File: src/rtl/fifo_ctrl_pkg.sv
// Shared constants for the five-FIFO control block: sizes, threshold defaults
// and the state encoding used by the RTL and its bench.
package fifo_ctrl_pkg;

    localparam int NUM_FIFOS = 5;
    localparam int TH_W      = 3;
    localparam int ST_W      = 3;

    localparam logic [TH_W-1:0] AF_DEFAULT = 3'b110;
    localparam logic [TH_W-1:0] AE_DEFAULT = 3'b011;

    localparam logic [ST_W-1:0] ST_RESET  = 3'd0;
    localparam logic [ST_W-1:0] ST_INIT   = 3'd1;
    localparam logic [ST_W-1:0] ST_IDLE   = 3'd2;
    localparam logic [ST_W-1:0] ST_ACTIVE = 3'd3;
    localparam logic [ST_W-1:0] ST_ERROR  = 3'd4;

endpackage

File: src/rtl/fifo_th_regs.sv
// Six almost-full/almost-empty threshold registers, loaded together on
// load_en and returned to the defaults on synchronous reset.
module fifo_th_regs
    import fifo_ctrl_pkg::*;
(
    input  logic            clk,
    input  logic            reset,
    input  logic            load_en,
    input  logic [TH_W-1:0] af_mf_in,
    input  logic [TH_W-1:0] ae_mf_in,
    input  logic [TH_W-1:0] af_vc_in,
    input  logic [TH_W-1:0] ae_vc_in,
    input  logic [TH_W-1:0] af_d_in,
    input  logic [TH_W-1:0] ae_d_in,
    output logic [TH_W-1:0] af_mf_out,
    output logic [TH_W-1:0] ae_mf_out,
    output logic [TH_W-1:0] af_vc_out,
    output logic [TH_W-1:0] ae_vc_out,
    output logic [TH_W-1:0] af_d_out,
    output logic [TH_W-1:0] ae_d_out
);

    localparam logic [6*TH_W-1:0] TH_DEFAULTS =
        {AE_DEFAULT, AF_DEFAULT, AE_DEFAULT, AF_DEFAULT, AE_DEFAULT, AF_DEFAULT};

    logic [6*TH_W-1:0] th_d;
    logic [6*TH_W-1:0] th_q;

    // Next threshold values: take the inputs only while loading
    always_comb begin
        th_d = th_q;
        if (load_en) begin
            th_d = {ae_d_in, af_d_in, ae_vc_in, af_vc_in, ae_mf_in, af_mf_in};
        end else begin
            th_d = th_q;
        end
    end

    // Threshold storage
    always_ff @(posedge clk) begin
        if (reset) begin
            th_q <= TH_DEFAULTS;
        end else begin
            th_q <= th_d;
        end
    end

    assign {ae_d_out, af_d_out, ae_vc_out, af_vc_out, ae_mf_out, af_mf_out} = th_q;

endmodule

File: src/rtl/fifo_ctrl_fsm.sv
// Control FSM for the five-FIFO datapath: threshold initialization,
// idle/active tracking from the empty flags and a sticky error vector.
module fifo_ctrl_fsm
    import fifo_ctrl_pkg::*;
(
    input  logic                 clk,
    input  logic                 reset,
    input  logic                 init,
    input  logic [NUM_FIFOS-1:0] fifo_errors,
    input  logic [NUM_FIFOS-1:0] fifo_empties,
    input  logic [TH_W-1:0]      af_mf_in,
    input  logic [TH_W-1:0]      ae_mf_in,
    input  logic [TH_W-1:0]      af_vc_in,
    input  logic [TH_W-1:0]      ae_vc_in,
    input  logic [TH_W-1:0]      af_d_in,
    input  logic [TH_W-1:0]      ae_d_in,
    output logic [TH_W-1:0]      af_mf_out,
    output logic [TH_W-1:0]      ae_mf_out,
    output logic [TH_W-1:0]      af_vc_out,
    output logic [TH_W-1:0]      ae_vc_out,
    output logic [TH_W-1:0]      af_d_out,
    output logic [TH_W-1:0]      ae_d_out,
    output logic [NUM_FIFOS-1:0] error_out,
    output logic                 active_out,
    output logic                 idle_out,
    output logic [ST_W-1:0]      state_out
);

    logic [ST_W-1:0]      state_d,  state_q;
    logic [NUM_FIFOS-1:0] error_d,  error_q;
    logic                 active_d, active_q;
    logic                 idle_d,   idle_q;
    logic                 init_q;
    logic                 init_rise_s;
    logic                 any_err_s;
    logic                 all_empty_s;

    assign init_rise_s = init & ~init_q;
    assign any_err_s   = |fifo_errors;
    assign all_empty_s = (fifo_empties == {NUM_FIFOS{1'b1}});

    // Next-state and error-vector logic; errors outrank re-init, re-init outranks empties
    always_comb begin
        state_d = state_q;
        error_d = {NUM_FIFOS{1'b0}};
        case (state_q)
            ST_RESET: begin
                if (init) state_d = ST_INIT;
                else      state_d = ST_RESET;
            end
            ST_INIT: begin
                if (any_err_s) begin
                    state_d = ST_ERROR;
                    error_d = fifo_errors;
                end else begin
                    state_d = ST_IDLE;
                end
            end
            ST_IDLE, ST_ACTIVE: begin
                if (any_err_s) begin
                    state_d = ST_ERROR;
                    error_d = fifo_errors;
                end else if (init_rise_s) begin
                    state_d = ST_INIT;
                end else if (all_empty_s) begin
                    state_d = ST_IDLE;
                end else begin
                    state_d = ST_ACTIVE;
                end
            end
            ST_ERROR: begin
                state_d = ST_ERROR;
                error_d = error_q | fifo_errors;
            end
            default: begin
                state_d = ST_RESET;
            end
        endcase
        idle_d   = (state_d == ST_IDLE);
        active_d = (state_d == ST_ACTIVE);
    end

    // State, status and init-edge registers
    always_ff @(posedge clk) begin
        if (reset) begin
            state_q  <= ST_RESET;
            error_q  <= {NUM_FIFOS{1'b0}};
            active_q <= 1'b0;
            idle_q   <= 1'b0;
            init_q   <= 1'b0;
        end else begin
            state_q  <= state_d;
            error_q  <= error_d;
            active_q <= active_d;
            idle_q   <= idle_d;
            init_q   <= init;
        end
    end

    fifo_th_regs u_th_regs (
        .clk       (clk),
        .reset     (reset),
        .load_en   (state_q == ST_INIT),
        .af_mf_in  (af_mf_in),
        .ae_mf_in  (ae_mf_in),
        .af_vc_in  (af_vc_in),
        .ae_vc_in  (ae_vc_in),
        .af_d_in   (af_d_in),
        .ae_d_in   (ae_d_in),
        .af_mf_out (af_mf_out),
        .ae_mf_out (ae_mf_out),
        .af_vc_out (af_vc_out),
        .ae_vc_out (ae_vc_out),
        .af_d_out  (af_d_out),
        .ae_d_out  (ae_d_out)
    );

    assign state_out  = state_q;
    assign error_out  = error_q;
    assign active_out = active_q;
    assign idle_out   = idle_q;

endmodule
File: config.mk
export PLATFORM = sky130hd
export DESIGN_NAME = fifo_ctrl_fsm
export DESIGN_NICKNAME = d
export VERILOG_FILES = /design/src/rtl/fifo_ctrl_pkg.sv /design/src/rtl/fifo_th_regs.sv /design/src/rtl/fifo_ctrl_fsm.sv
export SDC_FILE = /design/constraint.sdc
export NUM_CORES = 1
export LEC_CHECK = 0
export CORE_AREA = 5 5 58 60
export CTS_CLUSTER_DIAMETER = 120
export DETAILED_ROUTE_END_ITERATION = 12
export DIE_AREA = 0 0 63 65
export PLACE_DENSITY = 0.79
export SLEW_MARGIN = 5
export SYNTH_ARGS = -nofsm -noshare
export SYNTH_HDL_FRONTEND = slang
export SYNTH_HIERARCHICAL = 1
export SYNTH_SLANG_ARGS = --single-unit
File: constraint.sdc
create_clock -name clk -period 2.97 [get_ports clk]
set_clock_uncertainty 0.05 [all_clocks]
set_input_delay 0.4455 -clock clk [delete_from_list [all_inputs] [get_ports clk]]
set_output_delay 0.4455 -clock clk [all_outputs]
set_load 0.03 [all_outputs]
After elaboration in Yosys (flattened, before gate mapping)
Cells that the tools add are included.

Equal/unequal tests: 7. Mux-type cells: 8. Bitwise logic cells: 3. Reduce and logical (&&, ||, !) cells: 4.

Operators by type and width (count): == test 3 x 2 -> 1 bit (second input constant) (4); case mux 3 bit (4 select lines) (1); case mux 5 bit (2 select lines) (1); 2-to-1 mux 3 bit (2); == test 5 bit (second input constant) (1); 2-to-1 mux 5 bit (1); bitwise OR 5 bit (1); OR reduction 5 bit (1); == test 3 x 1 -> 1 bit (second input constant) (1); == test 3 bit (second input constant) (1); zero test 3 bit (1); OR reduction 3 bit (1); 2-to-1 mux 1 bit (2); 2-to-1 mux 2 bit (1); OR reduction 2 bit (1); AND 1 bit (1); inverter 1 bit (1).

Flip-flop bits (word level): 29. Input port bits: 31. Output and inout bits: 28. Word-level logic and storage cells: 28.

Logic depth before layout (Yosys ltp)
Gate-level depths: netlist (run 1).

Depth after elaboration: 6. Depth in mapped cells: 6. Depth with buffers taken out: 4.

By module
Netlist (run 1), hierarchy kept.

By module, submodules not included: fifo_th_regs (times used 1, cells an instance 59, area an instance 669.4 sq um); fifo_ctrl_fsm (times used 1, cells an instance 43, area an instance 426.7 sq um).

Worst setup path after synthesis (run 1)
No wires, ideal clock.

Path kind: reg2reg. Start point: register state_q[2] (netlist: state_out[2]). End point: register u_th_regs.th_q[10]. Library setup time: 120 ps. Data arrival time: 1575 ps. Path slack: 1225 ps. Cell stages (with the launch flop): 7. Clock period less this slack: 1745 ps. Path through: dfxtp_1 clkbuf_1 inv_1 and3_1 buf_6 buf_6 a211o_1.

Cells in the longest elaborated chain, start to end: 1.

RTL lines: from (decl) (RTL line fifo_ctrl_fsm.sv:29) `logic [ST_W-1:0] state_d, state_q;`; from (signal assigned) (RTL line fifo_ctrl_fsm.sv:92) `state_q <= state_d;`; == test 3 x 1 -> 1 bit (RTL line fifo_ctrl_fsm.sv:103) `.load_en (state_q == ST_INIT),`; to (signal assigned) (RTL line fifo_th_regs.sv:44) `th_q <= th_d;`; to (decl) (RTL line fifo_th_regs.sv:27) `logic [6*TH_W-1:0] th_q;`.

Every way passes these cells. A chain may end at the register's enable or synchronous reset.

Final worst setup path (run 1)
Start point: register state_q[2] (netlist: state_out[2]). End point: output state_out[2].

RTL lines: to (decl) (RTL line fifo_ctrl_fsm.sv:26) `output logic [ST_W-1:0] state_out`.

No word-level cell between the ends.

==> results.sh, run 1 <==
export IMPL_grt_usage_pct=13.4
export IMPL_final_cell_count_no_fill=196
export IMPL_via_count=939
export IMPL_tns_ns=0
export IMPL_hold_viol_final=0
export IMPL_critical_path_required_ns=2.47
export IMPL_startpoint_type="flop"
export IMPL_synth_edf_count=0
export IMPL_worst_ep_arrival_time_ns=1.61
export IMPL_power_w=0.000863
export IMPL_path_delay_family="buffers and inverters"
export IMPL_drv_cap=0
export IMPL_status="completed"
export IMPL_relSlewSlack_pct=26.0
export IMPL_synthArstFlopShare_pct=0
export IMPL_yosysTopAreaCellShare_pct=53.0
export IMPL_cts_tree="yes"
export IMPL_synthTopCellsByCount="dfxtp_1, nor2b_1, a211o_1, nor2_1"
export IMPL_rr_worst_depth=4
export IMPL_final_core_util_pct=60.0
export IMPL_antenna_cells=0
export IMPL_synth_most_common_cell="dfxtp_1"
export IMPL_crit_fanout=9
export IMPL_power_ir_vdd_worst_v=0.000396
export IMPL_io_pins=59
export IMPL_ys_seq_elements=29
export IMPL_grt_ovfl_total=0
export IMPL_dieArea_mm2=0.00410
export IMPL_postSynthCellCount=102
export IMPL_grt_max_degree=31
export IMPL_path_class="flop to primary output"
export IMPL_grt_antenna_before_repair=0
export IMPL_drive_gt1_share_pct=8.59
export IMPL_htree_levels=2
export IMPL_postRouteAntennaNets=0
export IMPL_path_buf_inv=1
export IMPL_row_count=20
export IMPL_hold_path_class="flop to flop"
export IMPL_grt_first_pass_wirelength_um=4250
export IMPL_core_area_mm2=0.00288
export IMPL_dr_pass1_iters=4
export IMPL_rsz0062_at_grt="no"
export IMPL_fp_dieH_um=65
export IMPL_area_growth_pct=57.5
export IMPL_vias_per_cell=4.79
export IMPL_max_freq_mhz=475
export IMPL_critPathMaxStageDelay_ns=0.75
export IMPL_cts_sinks=29
export IMPL_start_util_pct=38.1
export IMPL_synth_top_area_cell="dfxtp_1"
export IMPL_totalWireLength_um=2640
export IMPL_holdPathStages=2
export IMPL_wl_per_cell_um=13.5
export IMPL_routabilityCongestion=0.769
export IMPL_syn_num_nets=133
export IMPL_synth_seq_area_share_pct=53.0
export IMPL_drt_iter0_markers=49
export IMPL_yosysUniqueCellTypes=24
export IMPL_cts_resized_gates=0
export IMPL_synth_flop_cell="dfxtp_1"
export IMPL_root_buffer="clkbuf_4"
export IMPL_cp_end_kind="primary output"
export IMPL_rrSetupSlack_ns=1.00
export IMPL_grt_pass1_vias=975
export IMPL_drv_slew=0
export IMPL_min_period_ns=2.10
export IMPL_cts_setup_buffers=0
export IMPL_cp_slowest_cell="clkdlybuf4s50_1"
export IMPL_finalCritPeriodShare_pct=70.8
export IMPL_p_leak_nw=0.661
export IMPL_setup_viol=0
export IMPL_path_clk_slew_ns=0.10
export IMPL_portBuffers=58
export IMPL_worst_pin_slew_ns=1.11
export IMPL_cts_made_buffers=5
export IMPL_synth_area_leaders="dfxtp_1, a211o_1, nor2b_1, mux2i_1, nor2_1"
export IMPL_clkLatencyLatePin_ns=0.32
export IMPL_max_clock_path_buffers=2
export IMPL_synth_area_mm2=0.00110
export IMPL_p_per_area_mw_per_mm2=500
export IMPL_synth_avg_cell_area_um2=10.7
export IMPL_nets=193
export IMPL_die_w_um=63
export IMPL_path_cells="clkdlybuf4s50_1"
export IMPL_dp_hpwl_um=1980
export IMPL_placed_cells=188
export IMPL_drc_errors=0
export IMPL_yosys_warnings=6
export IMPL_crit_cells=1
export IMPL_cts_hold_fix_buffers=0
power breakdown:
| group | internal, W | switching (W) |
|---|---|---|
| Combinational | 0.000107 | 0.000105 |
| Sequential | 0.000414 | 0.0000151 |
| Clock | 0.0000900 | 0.000132 |
| Total | 0.000612 | 0.000251 |
cell families (layout without fill, tap and decap cells):
logic type / after synthesis / after routing / synth area share (%)
xor gates and xnor gates: 1 / 1 / 0.799
buffers and inverters: 9 / 70 / 5.59
DFF: 29 / 29 / 53.0
AOI/OAI and AO/OA: 22 / 22 / 16.3
and+or+nand+nor: 35 / 35 / 18.8
muxes: 6 / 6 / 5.48
cells in the final DEF, fill, tap and decap left out, drive strengths merged:
| cell type | Yosys | final |
|---|---|---|
| buf | 5 | 1 |
| or3 | 1 | 1 |
| inv | 3 | 3 |
| and3 | 2 | 2 |
| xnor2 | 1 | 1 |
| nand2b | 2 | 2 |
| a32oi | 1 | 1 |
| nand4 | 1 | 1 |
| mux2i | 6 | 6 |
| nor3 | 3 | 3 |
| a22oi | 1 | 1 |
| nor2b | 13 | 13 |
| dfxtp | 29 | 29 |
| clkdlybuf4s50 | 0 | 58 |
| a211o | 12 | 12 |
| clkinv | 0 | 2 |
| o211ai | 1 | 1 |
| nor2 | 13 | 13 |
| clkbuf | 1 | 6 |
| a221oi | 1 | 1 |
| a21oi | 6 | 6 |
worst paths after layout:
check,startpoint,to
worst max register to register,state_out[2]$_SDFF_PP0_,u_th_regs/th_q[8]$_SDFFE_PP1P_
worst min register to register,u_th_regs/th_q[17]$_SDFFE_PP0P_,u_th_regs/th_q[17]$_SDFFE_PP0P_
worst max-delay path,state_out[2]$_SDFF_PP0_,state_out[2]
worst min-delay path,u_th_regs/th_q[17]$_SDFFE_PP0P_,u_th_regs/th_q[17]$_SDFFE_PP0P_
through the flow:
step                      hold WS, ns  setup slack [ns]  area (um2)
after floorplan                 0.466              1.23        1100
after global placement          0.428              1.07        1680
after detailed placement        0.435              1.02        1680
after CTS                       0.457             0.862        1730
after global routing            0.487             0.797        1730
final                           0.451             0.866        1730
per-layer routing:
| layer | global-route usage [%] | up-vias | part of all wire, % |
|---|---|---|---|
| met2 | 22.2 | 44 | 48 |
| met5 | 0 | - | 0 |
| met4 | 7.16 | 0 | 0.68 |
| li1 | - | 474 | - |
| met3 | 6.59 | 2 | 11 |
| met1 | 13.9 | 419 | 41 |
cell type report:
class	instances	area, um2
Clock buffer	6	41.3
Clock inverter	2	10.0
Fill cell	241	1150
Inverter	3	11.3
Multi-Input combinational cell	64	454
Sequential cell	29	581
Tap cell	33	41.3
Timing Repair Buffer	59	588
flip-flops by register name, indices dropped and copies added, names as in the netlist:
signal / count
u_th_regs/th_q: 18
error_out: 5
state_out: 3
active_out: 1
idle_out: 1
init_q: 1
(Power assumes the default switching activity.)
==> run 2, diff against run 1 <==
--- a/config.mk
+++ b/config.mk
@@ -5,11 +5,11 @@
 export SDC_FILE = /design/constraint.sdc
 export NUM_CORES = 1
 export LEC_CHECK = 0
-export CORE_AREA = 5 5 58 60
+export CORE_AREA = 5 5 63 65
 export CTS_CLUSTER_DIAMETER = 120
 export DETAILED_ROUTE_END_ITERATION = 12
-export DIE_AREA = 0 0 63 65
-export PLACE_DENSITY = 0.79
+export DIE_AREA = 0 0 68 70
+export PLACE_DENSITY = 0.7
 export SLEW_MARGIN = 5
 export SYNTH_ARGS = -nofsm -noshare
 export SYNTH_HDL_FRONTEND = slang
==> constraint.sdc (replaced) <==
create_clock -name clk -period 1.7 [get_ports clk]
set_clock_uncertainty 0.05 [all_clocks]
set_input_delay 0.255 -clock clk [delete_from_list [all_inputs] [get_ports clk]]
set_output_delay 0.255 -clock clk [all_outputs]
set_load 0.03 [all_outputs]
==> results.sh, run 2 (synthesis results as in run 1) <==
export IMPL_swShare_pct=28.0
export IMPL_startpoint="error_out[0]$_SDFF_PP0_"
export IMPL_path_class="flop to primary output"
export IMPL_grt_ovfl_total=0
export IMPL_cts_sinks=29
export IMPL_relSlewSlack_pct=77.8
export IMPL_totalWireLength_um=3030
export IMPL_dp_hpwl_um=2320
export IMPL_dr_pass1_iters=4
export IMPL_crit_fanout=2
export IMPL_drt_iter0_markers=31
export IMPL_drv_slew=0
export IMPL_p_clk_share_pct=26.8
export IMPL_worst_ep_arrival_time_ns=1.33
export IMPL_placed_cell_area_mm2=0.00173
export IMPL_largest_register_ffs=18
export IMPL_holdPathStages=2
export IMPL_max_clock_path_buffers=2
export IMPL_nets=197
export IMPL_tns_ns=0
export IMPL_crit_cells=1
export IMPL_grt_max_degree=31
export IMPL_io_pins=59
export IMPL_wl_per_cell_um=14.3
export IMPL_p_per_area_mw_per_mm2=851
export IMPL_drive_gt1_share_pct=10.2
export IMPL_use_met2_pct=23.2
export IMPL_rsz0062_at_grt="no"
export IMPL_p_int_w=0.00111
export IMPL_mostFrequentLayoutCell="clkdlybuf4s50_1"
export IMPL_cp_slowest_cell="clkdlybuf4s50_1"
export IMPL_postRouteAntennaNets=0
export IMPL_cp_end_kind="primary output"
export IMPL_power_frac_seq_pct=48.4
export IMPL_rr_worst_depth=4
export IMPL_path_clk_slew_ns=0.08
export IMPL_row_count=21
export IMPL_final_cell_count_no_fill=212
export IMPL_min_period_ns=1.64
export IMPL_placed_cells=205
export IMPL_critical_path_required_ns=1.39
export IMPL_drv_cap=0
export IMPL_comb_power_share_pct=24.8
export IMPL_cts_made_buffers=5
export IMPL_area_growth_pct=65.6
export IMPL_grt_pass1_vias=1072
export IMPL_power_w=0.00154
export IMPL_grt_use_met3_pct=7.21
export IMPL_final_core_util_pct=55.3
export IMPL_start_util_pct=33.4
export IMPL_status="completed"
export IMPL_antenna_cells=0
export IMPL_critPathMaxStageDelay_ns=0.67
export IMPL_reg2reg_from="state_out[1]$_SDFF_PP0_"
export IMPL_grt_usage_pct=13.6
export IMPL_p_leak_nw=0.812
export IMPL_grt_first_pass_wirelength_um=4860
export IMPL_grt_antenna_before_repair=0
export IMPL_top_usage_layer="met2"
export IMPL_max_freq_mhz=611
export IMPL_clkLatencyLatePin_ns=0.32
export IMPL_grt_util_met1_pct=14.1
export IMPL_cts_hold_fix_buffers=0
export IMPL_top_register="u_th_regs/th_q"
export IMPL_power_ir_vdd_worst_v=0.000436
export IMPL_path_delay_family="buffers and inverters"
export IMPL_routabilityCongestion=0.768
export IMPL_core_area_mm2=0.00328
export IMPL_portBuffers=58
export IMPL_hold_path_class="flop to flop"
export IMPL_path_buf_inv=1
export IMPL_via_count=985
export IMPL_final_cell_mix="clkdlybuf4s50_1, dfxtp_1, nor2b_1"
export IMPL_fillers=301
export IMPL_path_cells="clkdlybuf4s50_1"
export IMPL_fp_dieH_um=70
export IMPL_hold_viol_final=0
export IMPL_htree_levels=2
export IMPL_startpoint_type="flop"
export IMPL_min_delay_start="u_th_regs/th_q[0]$_SDFFE_PP0P_"
export IMPL_stdcell_area_mm2=0.00182
export IMPL_worst_pin_slew_ns=0.333
export IMPL_cts_tree="yes"
export IMPL_finalCritPeriodShare_pct=96.2
export IMPL_die_w_um=68
export IMPL_drc_errors=0
export IMPL_vias_per_cell=4.65
export IMPL_switchingPower_w=0.000432
export IMPL_root_buffer="clkbuf_4"
export IMPL_setup_viol=0
export IMPL_cts_setup_buffers=0
export IMPL_dieArea_mm2=0.00476
-- run 2: worst paths after layout --
kind                                                         to  slack, ns
worst min-delay path             u_th_regs/th_q[0]$_SDFFE_PP0P_       0.44
worst max-delay path                               error_out[0]       0.06
worst min register to register   u_th_regs/th_q[0]$_SDFFE_PP0P_       0.44
worst max register to register  u_th_regs/th_q[15]$_SDFFE_PP1P_       0.29
-- run 2: worst register-to-register path, delay by kind of cell (launching register included) --
kind | cells | cell delay, ns
buffers and inverters | 2 | 0.28
and+or+nand+nor | 1 | 0.21
DFF | 1 | 0.46
AOI/OAI and AO/OA | 1 | 0.30
-- run 2: per-stage QoR --
step                hold WS, ns  setup WS [ns]
floorplan                 0.276         0.0366
global placement          0.424         0.0308
detailed placement        0.434        -0.0756
CTS                       0.450         0.0141
global route              0.449        0.00144
finish                    0.441         0.0641
-- run 2: area by class of cell --
| type | instances | area, um2 | share of cell area (%) |
|---|---|---|---|
| flip-flops and latches | 29 | 581 | 32.0 |
| clock buffers | 7 | 55.1 | 3.03 |
| repair buffers | 63 | 657 | 36.2 |
| well taps | 46 | 57.6 | 3.17 |
| multi-input cells | 64 | 454 | 25.0 |
| inverters | 3 | 11.3 | 0.620 |
-- run 2: power groups by stage --
stage	combinational [W]	clock (W)	sequential (W)
2_1_floorplan	0.000121	0	0.000846
3_3_place_gp	0.000383	0	0.000762
3_5_place_dp	0.000391	0	0.000765
4_1_cts	0.000390	0.000436	0.000749
5_1_grt	0.000411	0.000468	0.000756
6_report	0.000383	0.000414	0.000747
-- run 2: metal layers --
| metal | part of all wire [%] | vias to the layer above |
|---|---|---|
| met4 | 0.86 | 0 |
| met5 | 0 | - |
| li1 | - | 480 |
| met1 | 38 | 446 |
| met2 | 49 | 55 |
| met3 | 12 | 4 |
-- run 2: what timing repair did --
item / CTS / global route
pin swaps: 0 / 0
setup endpoints to repair: 3 / 12
cloned: 0 / 0
gates resized for setup: 3 / 12
==> run 3, diff against run 2 <==
--- a/config.mk
+++ b/config.mk
@@ -5,13 +5,12 @@
 export SDC_FILE = /design/constraint.sdc
 export NUM_CORES = 1
 export LEC_CHECK = 0
-export CORE_AREA = 5 5 63 65
+export CORE_AREA = 5 5 64 66
 export CTS_CLUSTER_DIAMETER = 120
 export DETAILED_ROUTE_END_ITERATION = 12
-export DIE_AREA = 0 0 68 70
-export PLACE_DENSITY = 0.7
+export DIE_AREA = 0 0 69 71
+export PLACE_DENSITY = 0.69
 export SLEW_MARGIN = 5
 export SYNTH_ARGS = -nofsm -noshare
 export SYNTH_HDL_FRONTEND = slang
-export SYNTH_HIERARCHICAL = 1
 export SYNTH_SLANG_ARGS = --single-unit
==> results.sh, run 3 <==
export IMPL_dp_hpwl_um=2340
export IMPL_largest_register_ffs=18
export IMPL_fillers=353
export IMPL_path_buf_inv=1
export IMPL_ys_seq_elements=29
export IMPL_yosys_area_share_simple_pct=22.0
export IMPL_postRouteAntennaNets=0
export IMPL_finalCritPeriodShare_pct=96.7
export IMPL_synthArstFlopShare_pct=0
export IMPL_rrSetupSlack_ns=0.36
export IMPL_core_area_mm2=0.00352
export IMPL_status="completed"
export IMPL_cts_resized_gates=3
export IMPL_mostFrequentLayoutCell="clkdlybuf4s50_1"
export IMPL_syn_num_nets=140
export IMPL_critPathMaxStageDelay_ns=0.70
export IMPL_drive_gt1_share_pct=9.36
export IMPL_cp_slowest_cell="clkdlybuf4s50_1"
export IMPL_critical_path_required_ns=1.39
export IMPL_yosys_warnings=0
export IMPL_relSlewSlack_pct=76.6
export IMPL_portBuffers=58
export IMPL_totalWireLength_um=3090
export IMPL_p_leak_nw=0.711
export IMPL_ff_latch_area_um2=581
export IMPL_grt_first_pass_wirelength_um=4980
export IMPL_path_cells="clkdlybuf4s50_1"
export IMPL_start_util_pct=32.7
export IMPL_setup_viol=0
export IMPL_cp_end_kind="primary output"
export IMPL_postSynthCellCount=109
export IMPL_area_growth_pct=59.7
export IMPL_fp_dieH_um=71
export IMPL_row_count=22
export IMPL_path_delay_family="buffers and inverters"
export IMPL_grt_ovfl_total=0
export IMPL_pre_cts_ws_ns=-0.0256
export IMPL_synth_fa_ha_area_share_pct=0
export IMPL_antenna_cells=0
export IMPL_path_class="flop to primary output"
export IMPL_path_clk_slew_ns=0.08
export IMPL_hold_path_class="flop to flop"
export IMPL_drv_slew=0
export IMPL_finalWorstSetupSlack_ns=0.0553
export IMPL_final_cell_mix="clkdlybuf4s50_1, dfxtp_1, nor2b_1"
export IMPL_drc_errors=0
export IMPL_grt_pass1_vias=1044
export IMPL_io_pins=59
export IMPL_drv_cap=0
export IMPL_r2r_end="u_th_regs.th_q[16]$_SDFFE_PP1P_"
export IMPL_grt_antenna_before_repair=0
export IMPL_clkLatencyLatePin_ns=0.32
export IMPL_synth_flop_cell="dfxtp_1"
export IMPL_hold_viol_final=0
export IMPL_synth_avg_cell_area_um2=10.6
export IMPL_power_ir_vdd_worst_v=0.000461
export IMPL_synth_edf_count=0
export IMPL_synth_top_area_cell="dfxtp_1"
export IMPL_synth_most_common_cell="dfxtp_1"
export IMPL_rr_worst_depth=4
export IMPL_cts_hold_fix_buffers=0
export IMPL_grt_max_degree=31
export IMPL_wl_per_cell_um=14.1
export IMPL_yosysUniqueCellTypes=26
export IMPL_routabilityCongestion=0.795
export IMPL_min_delay_start="u_th_regs.th_q[17]$_SDFFE_PP0P_"
export IMPL_cts_tree="yes"
export IMPL_vias_per_cell=4.79
export IMPL_final_core_util_pct=52.3
export IMPL_via_count=1049
export IMPL_top_register="u_th_regs.th_q"
export IMPL_dr_pass1_iters=4
export IMPL_worst_pin_slew_ns=0.349
export IMPL_synth_area_leaders="dfxtp_1, a211o_1, nor2b_1, mux2i_1, nand3b_1"
export IMPL_p_per_area_mw_per_mm2=830
export IMPL_synthTopCellsByCount="dfxtp_1, nor2b_1, a211o_1"
export IMPL_dieArea_mm2=0.00490
export IMPL_min_to="u_th_regs.th_q[17]$_SDFFE_PP0P_"
export IMPL_grt_usage_pct=12.7
export IMPL_die_w_um=69
export IMPL_startpoint_type="flop"
export IMPL_cts_sinks=29
export IMPL_multi_input_area_um2=517
export IMPL_cts_made_buffers=5
export IMPL_root_buffer="clkbuf_4"
export IMPL_cts_setup_buffers=0
export IMPL_yosysTopAreaCellShare_pct=50.3
export IMPL_synth_area_mm2=0.00115
export IMPL_synth_xor_area_share_pct=0
export IMPL_synth_seq_area_share_pct=50.3
export IMPL_drt_iter0_markers=65
export IMPL_synth_top_family_by_area="simple AND/OR/NAND/NOR gates"
export IMPL_reg2reg_from="state_out[0]$_SDFF_PP0_"
export IMPL_holdPathStages=2
export IMPL_crit_fanout=2
export IMPL_max_clock_path_buffers=2
export IMPL_htree_levels=2
export IMPL_hold_slack_ns=0.455
export IMPL_max_freq_mhz=608
export IMPL_rsz0062_at_grt="no"
export IMPL_synth_compound_area_share_pct=17.0
export IMPL_synthMuxAreaShare_pct=5.21
export IMPL_min_period_ns=1.64
export IMPL_nets=202
export IMPL_worst_ep_arrival_time_ns=1.34
==> run 3: cell types whose count changed after synthesis, moves of 2 or more <==
cell      delta
nor2b_1      +2
nor2_1       -6
o211ai_1     +5
nand2_1      +4
inv_1        -3
nand3b_1     +5
nand2b_1     -2
==> run 3: worst max path at each step <==
stage | cells after the start | startpoint | endpoint | slack, ns
floorplan | 5 | state_out[0]$_SDFF_PP0_ | u_th_regs.th_q[0]$_SDFFE_PP0P_ | 0.19
global placement | 4 | fifo_errors[1] | state_out[0]$_SDFF_PP0_ | 0.005
detailed placement | 4 | fifo_errors[1] | state_out[0]$_SDFF_PP0_ | -0.03
CTS | 1 | u_th_regs.th_q[6]$_SDFFE_PP0P_ | af_vc_out[0] | 0.02
global route | 1 | u_th_regs.th_q[9]$_SDFFE_PP1P_ | ae_vc_out[0] | 0.00001
finish | 1 | u_th_regs.th_q[10]$_SDFFE_PP1P_ | ae_vc_out[1] | 0.06
==> run 3: kinds of logic after synthesis <==
kind of cell,Yosys count
AND/OR/NAND/NOR,41
flip-flops,29
AO/OA/AOI/OAI,26
buffers and inverters,7
multiplexers,6
==> run 3: routing by layer <==
| layer | share of wire [%] | wire (um) | track usage (%) |
|---|---|---|---|
| met5 | 0 | 0 | 0 |
| met4 | 2.4 | 74 | 6.07 |
| met3 | 6.2 | 192 | 5.40 |
| met2 | 52 | 1600 | 22.2 |
| met1 | 40 | 1230 | 13.2 |
==> run 3: through the flow <==
step / TNS, ns / total power [W] / cell area (um2) / std cells
after floorplan: 0 / 0.000953 / 1150 / 109
after global placement: 0 / 0.00112 / 1780 / 212
after detailed placement: -0.0256 / 0.00113 / 1780 / 212
after CTS: 0 / 0.00156 / 1830 / 219
after global routing: 0 / 0.00160 / 1840 / 219
final: 0 / 0.00153 / 1840 / 219
==> run 3: power breakdown <==
part           leakage (nW)  total (W)  internal, W  switching, W
Sequential            0.237   0.000740     0.000719     0.0000208
Combinational         0.442   0.000367     0.000189      0.000178
Clock                0.0314   0.000421     0.000195      0.000226
Total                 0.711    0.00153      0.00110      0.000425
==> run 3: layout make-up <==
class / count / area share, %
Sequential cell: 29 / 31.5
Tap cell: 48 / 3.26
Multi-Input combinational cell: 73 / 28.1
Clock buffer: 7 / 2.99
Timing Repair Buffer: 62 / 34.2
==> run 3: tightest hold or removal path, cell delays in order, from the launching register on <==
cell and delay, ns:
dfxtp_1 0.34, mux2i_1 0.07, nor2_1 0.07
